`src/rtl/edge_pwm_pkg.sv`:
```
// Shared constants for the edge-aligned PWM block.
package edge_pwm_pkg;
    localparam int DUTY_WIDTH_DEFAULT = 8;
endpackage

```
`src/rtl/edge_pwm.sv`:
```
// Edge-aligned (sawtooth) PWM: free-running counter, period-boundary duty shadow,
// and a registered compare output that lags the counter by one clock.
module edge_pwm
    import edge_pwm_pkg::*;
#(
    parameter int DUTY_WIDTH = DUTY_WIDTH_DEFAULT
) (
    input  logic                  clk,
    input  logic                  rst,
    input  logic [DUTY_WIDTH-1:0] duty,
    output logic                  pwm_out
);

    localparam logic [DUTY_WIDTH-1:0] PERIOD_MAX = {DUTY_WIDTH{1'b1}};
    localparam logic [DUTY_WIDTH-1:0] CNT_STEP   = DUTY_WIDTH'(1);

    logic [DUTY_WIDTH-1:0] cnt_reg;
    logic [DUTY_WIDTH-1:0] duty_act_reg;
    logic                  pwm_reg;

    always_ff @(posedge clk) begin
        if (!rst) begin
            cnt_reg      <= '0;
            duty_act_reg <= '0;
            pwm_reg      <= 1'b0;
        end else begin
            cnt_reg <= cnt_reg + CNT_STEP;
            // Duty is only adopted at the wrap, so a mid-period write never reshapes the pulse.
            if (cnt_reg == PERIOD_MAX) begin
                duty_act_reg <= duty;
            end
            pwm_reg <= (cnt_reg < duty_act_reg);
        end
    end

    assign pwm_out = pwm_reg;

endmodule

```
`config.mk`:
```
export PLATFORM = sky130hd
export DESIGN_NAME = edge_pwm
export DESIGN_NICKNAME = d
export VERILOG_FILES = /design/src/rtl/edge_pwm_pkg.sv /design/src/rtl/edge_pwm.sv
export SDC_FILE = /design/constraint.sdc
export NUM_CORES = 1
export LEC_CHECK = 0
export ABC_AREA = 1
export BUFFER_PORTS_ARGS = -buffer_cell sky130_fd_sc_hd__buf_2
export CAP_MARGIN = 0
export CORE_MARGIN = 5
export CORE_UTILIZATION = 54
export DETAILED_ROUTE_END_ITERATION = 6
export HOLD_SLACK_MARGIN = 0.05
export PLACE_DENSITY = 0.75
export SLEW_MARGIN = 30
export SYNTH_ARGS = -nofsm -noshare
export SYNTH_HDL_FRONTEND = slang
export SYNTH_SLANG_ARGS = --single-unit
```
`constraint.sdc`:
```
create_clock -name clk -period 1.3 [get_ports clk]
set_input_delay 0.39 -clock clk [delete_from_list [all_inputs] [get_ports clk]]
set_output_delay 0.39 -clock clk [all_outputs]
set_load 0.02 [all_outputs]
```
==> impl_metrics.ini <==
[status]
outcome = complete, no violations

[cells_and_area]
fin_area_um2 = 1020
drive_gt1_share_pct = 25.4
final.fill_count = 124
antenna_cells = 0
syn2layout_area_growth_pct = 22.1
nNetsFinal = 149
fin_util_pct = 68.7

[die]
die_h_um = 49.4
design.core.area_um2 = 1490
start_util_pct = 56.3
rows = 14
pin_count = 11
die_w_um = 49.4
fp.dieArea_um2 = 2440

[timing]
final_hold_viol_count = 0
setup_violations = 0
finalCritPeriodShare_pct = 93.9
worstMarginPinSlew_ns = 0.243
slew_viol_final = 0
final.setup_skew_ns = 0.00180
layout_min_cycle_time_ns = 1.22
max_slew_margin_pct = 83.8
finalSetupTns_ns = 0
fmax_mhz = 820

[grt]
grt_start_max_net_pins = 10
overflow = 0
gr-usage-met1_pct = 18.6
met3_usage_pct = 3.98
grt_pass1_vias = 734
grt_usage_pct = 15.9
top_usage_layer = met2
grt_pass1_wl_um = 3020
antenna_found_initial = 0
gr-usage-met2_pct = 25.8

[drt]
drtIter0Drc = 11
via_per_inst = 5.14
drc = 0
ant_nets = 0
wl_per_cell_um = 11.8
routed_wl_um = 1720
firstDrtPassIters = 4
vias = 750

[synthesis]
synth_cells = 110
synth_fp_nets = 128
syn_area_um2 = 838
yosys-top-cells-count = nand2_1 (26), dfxtp_1 (17), inv_1 (14)
avgSynthCellArea_um2 = 7.62
ys_types = 19
ys_top_cells_by_area = dfxtp_1 (41%), ha_1 (12%), nand2_1 (12%), a21oi_1 (7.8%), nand3_1 (6.6%)
ys.flop_type = dfxtp_1
yosysMostFrequentCell = nand2_1
seq_area_frac_synth_pct = 40.6
synthArstFlopShare_pct = 0
synth_edf_count = 0
yosys_register_bits = 17
synth_top_area_share_pct = 40.6
synthDominantAreaCellType = dfxtp_1
ys_warn_count = 0

[clock_tree]
cts-root-buf = clkbuf_4
cts_buffer_depth = 2
clock_latency_ns = 0.30
ctsHoldBuffers = 0
cts_sinks = 17
cts-buffers-inserted = 3
cts_tree = done
cts_max_level = 1
clkTransAtPathRegs_ns = 0.10

[power_and_ir_drop]
vdd_drop_max_mv = 0.722
cellPowerDensity_nw_per_um2 = 896
p_total_uw = 917
p_leak_uw = 0.000450

[critical_path]
crit_chain = ha_4, nand2_2, nor2_4, buf_12, nand3_1, a21oi_2
slowest_stage = dfxtp_2
slowest_delay_ns = 0.37
required_ns = 1.54
cp_max_fo = 8
worstPathArrival_ns = 1.46
end_kind = register
worstSetupPathType = reg -> reg
start_kind = register

[job]
cap_violations = 0

[hold_path]
worstHoldPathType = in -> reg

[placement]
portBuffers = 10
place_area_um2 = 943
hpwlAfterDp_um = 1260
gp_congestion = 0.755
[cell usage in the layout (no fill, tap or decap)]
cell type and count:
nand2_1 25, inv_1 14, dfxtp_1 14, a21oi_1 11
nand3_1 11, buf_2 10, nor2_1 8, ha_1 7
buf_4 7, clkbuf_4 3, dfxtp_2 3, nor2_4 2
a21oi_2 2, inv_2 1, nand2_2 1, o21a_1 1
xor2_1 1, nand2_4 1, o21ai_1 1, a31oi_1 1
nor2_2 1, xnor2_1 1, o21bai_1 1, ha_4 1
clkbuf_1 1, buf_12 1
[worst max-delay path: cells and delay by family (launching register included)]
kind / cells / cell delay, ns
flip-flops: 1 / 0.37
adder cells (fa/ha/maj): 1 / 0.14
buffers and inverters: 1 / 0.15
AND/OR/NAND/NOR: 3 / 0.35
AO/OA/AOI/OAI: 1 / 0.14
[power by group]
part | switching, uW | internal (uW)
clock | 172 | 120
combinational | 42.0 | 41.9
sequential | 8.99 | 532
[kinds of logic after synthesis]
logic type,Yosys count,synth area share (%)
compound gates,17,10.9
xor+xnor,2,2.09
simple gates,49,26.0
buf+inv,17,8.51
flops,17,40.6
fa+ha+maj,8,11.9
[repair_timing]
item	4_1_cts	5_1_grt
setup endpoints to repair	8	10
pin swaps	1	6
resized for setup	2	8
setup buffers	2	1
[through the flow]
step / std cells / setup slack, ns / hold slack (ns)
after floorplan: 110 / 0.177 / 0.430
after global placement: 139 / 0.0907 / 0.449
after detailed placement: 139 / -0.0145 / 0.449
after CTS: 145 / 0.00569 / 0.343
after global routing: 146 / -0.0258 / 0.331
final: 146 / 0.0799 / 0.346
[cell type report]
type                    count  area (um^2)  share of cell area [%]
repair buffers             18          123                    12.0
well taps                  16         20.0                    1.96
inverters                  15         56.3                    5.50
multi-input cells          76          454                    44.4
flip-flops and latches     17          344                    33.6
clock buffers               4         26.3                    2.57
[layer usage]
| layer | vias up | wire length [um] |
|---|---|---|
| li1 | 393 | - |
| met1 | 336 | 745 |
| met2 | 16 | 865 |
| met3 | 5 | 67 |
| met4 | 0 | 37 |
| met5 | - | 0 |
[path summary, 6_finish.rpt]
check,startpoint,to,slack (ns),cells past startpoint
worst max-delay path,cnt_reg[0]$_SDFF_PN0_,duty_act_reg[7]$_SDFFE_PN0N_,0.08,6
worst min-delay path,duty[6],duty_act_reg[6]$_SDFFE_PN0N_,0.35,3
worst min register to register,duty_act_reg[1]$_SDFFE_PN0N_,duty_act_reg[1]$_SDFFE_PN0N_,0.46,2
worst max register to register,cnt_reg[0]$_SDFF_PN0_,duty_act_reg[7]$_SDFFE_PN0N_,0.08,6
No activity file was read; power rests on OpenSTA's default activity.
